[config.mk]
export PLATFORM = sky130hd
export DESIGN_NAME = fact_bus_arbiter
export DESIGN_NICKNAME = d
export VERILOG_FILES = /design/src/rtl/fact_bus_arbiter.sv
export SDC_FILE = /design/constraint.sdc
export NUM_CORES = 1
export LEC_CHECK = 0
export ABC_AREA = 1
export CORE_AREA = 3 3 97 99
export DETAILED_ROUTE_END_ITERATION = 16
export DIE_AREA = 0 0 100 102
export PLACE_DENSITY = 0.68
export SYNTH_ARGS = -nofsm -noshare
export SYNTH_HDL_FRONTEND = slang
export SYNTH_SLANG_ARGS = --single-unit
[constraint.sdc]
create_clock -name clk -period 2.2 [get_ports clk]
set_clock_uncertainty 0.1 [all_clocks]
set_input_delay 0.22 -clock clk [delete_from_list [all_inputs] [get_ports clk]]
set_output_delay 0.22 -clock clk [all_outputs]
set_load 0.02 [all_outputs]
[src/rtl/fact_bus_arbiter.sv]
// fact_bus_arbiter
// Two-master, two-slave bus arbiter and address decoder for the factorial
// subsystem. Master 0 (host) is the parking owner; master 1 (factorial core)
// keeps the bus for as long as it requests, with no preemption. Slave-side
// strobes are combinational from the owner; read data returns one cycle later
// through a registered read-select.
module fact_bus_arbiter #(
    parameter int              ADDR_W  = 16,
    parameter int              DATA_W  = 32,
    parameter logic [ADDR_W-1:0] S0_BASE = 16'h0000,
    parameter logic [ADDR_W-1:0] S0_MASK = 16'hF800,
    parameter logic [ADDR_W-1:0] S1_BASE = 16'h7000,
    parameter logic [ADDR_W-1:0] S1_MASK = 16'hFFE0
) (
    input  logic              clk,
    input  logic              reset,
    input  logic              M0_req,
    input  logic              M1_req,
    input  logic              M0_wr,
    input  logic              M1_wr,
    input  logic [ADDR_W-1:0] M0_address,
    input  logic [ADDR_W-1:0] M1_address,
    input  logic [DATA_W-1:0] M0_dout,
    input  logic [DATA_W-1:0] M1_dout,
    output logic              M0_grant,
    output logic              M1_grant,
    output logic [ADDR_W-1:0] S_address,
    output logic              S_wr,
    output logic [DATA_W-1:0] S_din,
    output logic              S0_sel,
    output logic              S1_sel,
    input  logic [DATA_W-1:0] S0_dout,
    input  logic [DATA_W-1:0] S1_dout,
    output logic [DATA_W-1:0] M_din,
    output logic              bus_err
);

    localparam logic [0:0] OWN_M0 = 1'b0;
    localparam logic [0:0] OWN_M1 = 1'b1;

    // Address window match: masked address equals the window base.
    function automatic logic addr_hit(
        input logic [ADDR_W-1:0] addr,
        input logic [ADDR_W-1:0] base,
        input logic [ADDR_W-1:0] mask
    );
        return ((addr & mask) == base);
    endfunction

    logic [0:0]        state_r;
    logic [0:0]        state_next_s;
    logic [1:0]        rsel_r;
    logic [1:0]        rsel_next_s;
    logic              bus_err_r;
    logic              bus_err_next_s;

    logic              oreq_s;
    logic              owr_s;
    logic [ADDR_W-1:0] oaddr_s;
    logic [DATA_W-1:0] odata_s;
    logic              hit0_s;
    logic              hit1_s;
    logic              s0_sel_s;
    logic              s1_sel_s;
    logic [DATA_W-1:0] m_din_s;

    // Owner transition: M1 takes a parked bus only when M0 is idle, and
    // keeps it until it stops requesting.
    always_comb begin
        state_next_s = state_r;
        case (state_r)
            OWN_M0: begin
                if (!M0_req && M1_req) begin
                    state_next_s = OWN_M1;
                end else begin
                    state_next_s = OWN_M0;
                end
            end
            OWN_M1: begin
                if (!M1_req) begin
                    state_next_s = OWN_M0;
                end else begin
                    state_next_s = OWN_M1;
                end
            end
            default: state_next_s = OWN_M0;
        endcase
    end

    // Owner mux; while reset is held the slave side follows master 0 so an
    // aborted M1 transfer cannot keep driving the slaves.
    always_comb begin
        oreq_s  = M0_req;
        owr_s   = M0_wr;
        oaddr_s = M0_address;
        odata_s = M0_dout;
        if (state_r == OWN_M1 && !reset) begin
            oreq_s  = M1_req;
            owr_s   = M1_wr;
            oaddr_s = M1_address;
            odata_s = M1_dout;
        end else begin
            oreq_s  = M0_req;
            owr_s   = M0_wr;
            oaddr_s = M0_address;
            odata_s = M0_dout;
        end
    end

    // Address decode; S0 takes priority where the two windows overlap.
    always_comb begin
        hit0_s         = addr_hit(oaddr_s, S0_BASE, S0_MASK);
        hit1_s         = addr_hit(oaddr_s, S1_BASE, S1_MASK);
        s0_sel_s       = oreq_s & hit0_s;
        s1_sel_s       = oreq_s & hit1_s & ~hit0_s;
        bus_err_next_s = oreq_s & ~hit0_s & ~hit1_s;
        if (oreq_s && !owr_s) begin
            rsel_next_s = {s1_sel_s, s0_sel_s};
        end else begin
            rsel_next_s = 2'b00;
        end
    end

    // Read-data return steered by last cycle's read-select.
    always_comb begin
        m_din_s = {DATA_W{1'b0}};
        if (rsel_r[0]) begin
            m_din_s = S0_dout;
        end else if (rsel_r[1]) begin
            m_din_s = S1_dout;
        end else begin
            m_din_s = {DATA_W{1'b0}};
        end
    end

    // Owner state, read-select and error pulse registers.
    always_ff @(posedge clk) begin
        if (reset) begin
            state_r   <= OWN_M0;
            rsel_r    <= 2'b00;
            bus_err_r <= 1'b0;
        end else begin
            state_r   <= state_next_s;
            rsel_r    <= rsel_next_s;
            bus_err_r <= bus_err_next_s;
        end
    end

    assign M0_grant  = (state_r == OWN_M0);
    assign M1_grant  = (state_r == OWN_M1);
    assign S_address = oaddr_s;
    assign S_din     = odata_s;
    assign S_wr      = oreq_s & owr_s;
    assign S0_sel    = s0_sel_s;
    assign S1_sel    = s1_sel_s;
    assign M_din     = m_din_s;
    assign bus_err   = bus_err_r;

endmodule

==> summary.md <==
| Metric | Value |
|---|---|
| Status | `finished clean` |
| Crit share post-route | `about 100%` |
| Post-place setup slack | `-0.353 ns` |
| CP max FO | `20` |
| Root Driver | `clkbuf_8` |
| Worst-Margin Slew | `between 0.3 and 0.4 ns` |
| Post-Syn Area | `around 0.0015 mm^2` |
| Initial Util | `16.8%` |
| Site row count | `34` |
| Crit path to | `S_din[18]` |
| Post-synthesis adder-cell area fraction | `0%` |
| Post-Place Cells | `around 700` |
| Met2 WL | `around 4700 um` |
| Synth cell types | `22` |
| Layout area overhead | `192%` |
| Post-Route Utilization | `between 40% and 50%` |
| Via Count | `about 2,900` |
| #FFs+latches synth | `4` |
| Tmin final | `roughly 2.1 ns` |
| Hold Crit Class | `in2reg` |
| Largest net degree at the start of global routing | `38` |
| Achievable clock frequency | `~470 MHz` |
| Synth Instances | `328` |
| DRC viols | `0` |
| GR Util All Layers | `between 10% and 20%` |
| Total routed wirelength | `8900 um` |
| Vias per std cell | `about 4.2` |
| Leak | `about 0.0021 uW` |
| # IOs | `roughly 250` |
| Initial antenna violation count | `0` |
| DR pass1 iterations | `4` |
| Clk buf depth | `2` |
| Max cap viols | `0` |
| Antenna fix cells | `0` |
| Setup bufs post-CTS | `0` |
| Relative slew margins | `between 70% and 80%` |
| Post-synthesis mux area share | `between 1 and 1.5%` |
| Highest metal used | `met4` |
| CP startpoint kind | `input pin` |
| Die Wd | `~100 um` |
| Synth Area in Compound Gates | `1.73%` |
| Setup ws final | `about 0.056 ns` |
| CTS Buf Count | `3` |
| Nets | `754` |
| DRT iter0 DRCs | `36` |
| Final setup vio count | `0` |
| Register area share after synthesis | `under 10%` |
| Synth Area in XOR/XNOR | `0%` |
| Setup crit start | `reset` |
| CTS clk-pin slew, worst paths | `0.03 ns` |
| Crit path kind | `in2out` |
| Worst endpoint required time | `1.88 ns` |
| DIE AREA | `between 0.01 and 0.015 mm^2` |
| Crit path arrival time | `1.82 ns` |
| Final cell count without fillers | `694` |
| Post-Synth Simple-Gate Area | `just under 80%` |
| Clock latency on the worst-skew pair | `roughly 0.21 ns` |
| CTS tree | `yes` |
| Antenna Nets Post-Route | `0` |
| FF-to-FF setup slack | `0.61 ns` |
| Yosys Warn Count | `0` |
| Main combinational cell family by area after synthesis | `simple AND/OR/NAND/NOR gates` |
| M1 WL | `roughly 3000 um` |
| Routed wire length per instance | `~13 um` |
| Hold wc startpoint | `M1_req` |
| Vias in the first global route | `approximately 2,800` |
| Worst vdd ir | `between 0.1 and 0.15 mV` |
| Input/output buffers | `between 200 and 300` |
| CORE AREA | `roughly 0.0086 mm^2` |
| Post-Route Setup TNS | `0 ns` |
| RD Place Congestion | `around 0.9` |
| Worst Setup End Kind | `output port` |
| Syn Area/Cell | `approximately 4.4 um^2` |
| Die Height | `102 um` |
| Unrepaired setup endpoints after global routing | `no` |
| Pwr Total | `885 uW` |
| Hold bufs inserted after CTS | `0` |
| Syn nets | `494` |
| Crit Reg-Reg Endpoint | `bus_err` |
| Max-slew violation count | `0` |
| Worst R2R Start | `M1_grant` |
| Number of sinks on the clock net | `4` |
| Final Hold Fails | `0` |
| H-tree levels | `1` |
| PwrDens | `approximately 210 mW/mm^2` |
| Routed length on met3 | `between 1000 and 1500 um` |
| First-pass GRT wire length | `around 13,000 um` |
| Final HPWL DP | `a little under 8000 um` |
| Share of layout cells above drive strength 1 | `8.02%` |
| Reg2Reg Depth | `11` |
| Global route overflow | `0` |
worst max-delay path, stage by stage:
cell             delay (ns)
clkdlybuf4s50_1        0.46
buf_4                  0.17
nor2_4                 0.19
bufbuf_16              0.33
nand2_1                0.06
nand2_1                0.05
dlygate4sd2_1          0.34
cells by family (layout without fill, tap and decap cells):
kind of cell,Yosys count,count (layout)
AO/OA/AOI/OAI,5,5
AND/OR/NAND/NOR,273,273
flip-flops,4,4
buffers and inverters,44,302
multiplexers,2,2
per-stage QoR:
| stage | hold slack, ns | area (um^2) |
|---|---|---|
| after detailed placement | 0.556 | 4220 |
| after floorplan | 0.192 | 1450 |
| after global placement | 0.549 | 4220 |
| final | 0.492 | 4230 |
| after global routing | 0.502 | 4230 |
| after CTS | 0.464 | 4250 |
power by group:
part / leakage (uW) / total, uW / switching (uW) / internal (uW)
combinational: 0.00203 / 656 / 257 / 400
clock: 0.0000216 / 153 / 36.3 / 117
sequential: 0.0000327 / 76.2 / 1.00 / 75.2
flip-flops by register name, summed over array words and instances (netlist names):
| name | cells |
|---|---|
| M1_grant | 1 |
| bus_err | 1 |
| rsel_r | 2 |
cell usage in the layout (no fill, tap or decap), drive strengths merged:
| cell | Yosys | routed |
|---|---|---|
| clkbuf | 11 | 11 |
| nor3 | 1 | 1 |
| dlygate4sd2 | 0 | 27 |
| inv | 24 | 24 |
| nand3b | 2 | 2 |
| dfxtp | 4 | 4 |
| nor2 | 13 | 13 |
| nand2 | 215 | 215 |
| clkdlybuf4s50 | 0 | 205 |
| mux2i | 2 | 2 |
| buf | 9 | 25 |
| a21oi | 1 | 1 |
| nand3 | 42 | 42 |
| clkdlybuf4s15 | 0 | 9 |
| o21ai | 4 | 4 |
| bufbuf | 0 | 1 |
how the worst min path moves through the flow:
stage                to  cells past startpoint  slack [ns]
2_1_floorplan   bus_err                      1        0.19
3_3_place_gp   M1_grant                      3        0.55
3_5_place_dp   M1_grant                      3        0.56
4_1_cts        M1_grant                      3        0.46
5_1_grt        M1_grant                      3        0.50
6_report       M1_grant                      3        0.49
cell usage after synthesis, drive strengths merged:
| library cell | number | area share (%) |
|---|---|---|
| mux2i | 2 | 1.4 |
| inv | 24 | 6.4 |
| dfxtp | 4 | 5.5 |
| o21ai | 4 | 1.4 |
| nor2 | 13 | 4.1 |
| clkbuf | 11 | 2.8 |
| nand3 | 42 | 14 |
| nand3b | 2 | 1.0 |
| a21oi | 1 | 0.34 |
| nand2 | 215 | 57 |
| nor3 | 1 | 0.34 |
| buf | 9 | 4.7 |
layout make-up:
type / count / area [um^2]
Clock buffer: 3 / 41.3
Fill cell: 901 / 4410
Inverter: 24 / 92.6
Multi-Input combinational cell: 280 / 1180
Sequential cell: 4 / 80.1
Tap cell: 108 / 135
Timing Repair Buffer: 275 / 2710
layer usage:
metal  up-vias  global-route usage, %
met5         -                      0
met4         0                   2.07
met3         6                   6.76
met2       154                   31.6
met1      1244                   15.9
li1       1512                      -
repair_timing:
item,CTS,global route
endpoints found under the setup margin,43,20
pin swaps,0,1
cloned,1,0
gates resized for setup,53,28
hold endpoints to repair,0,0
(Power assumes the default switching activity.)
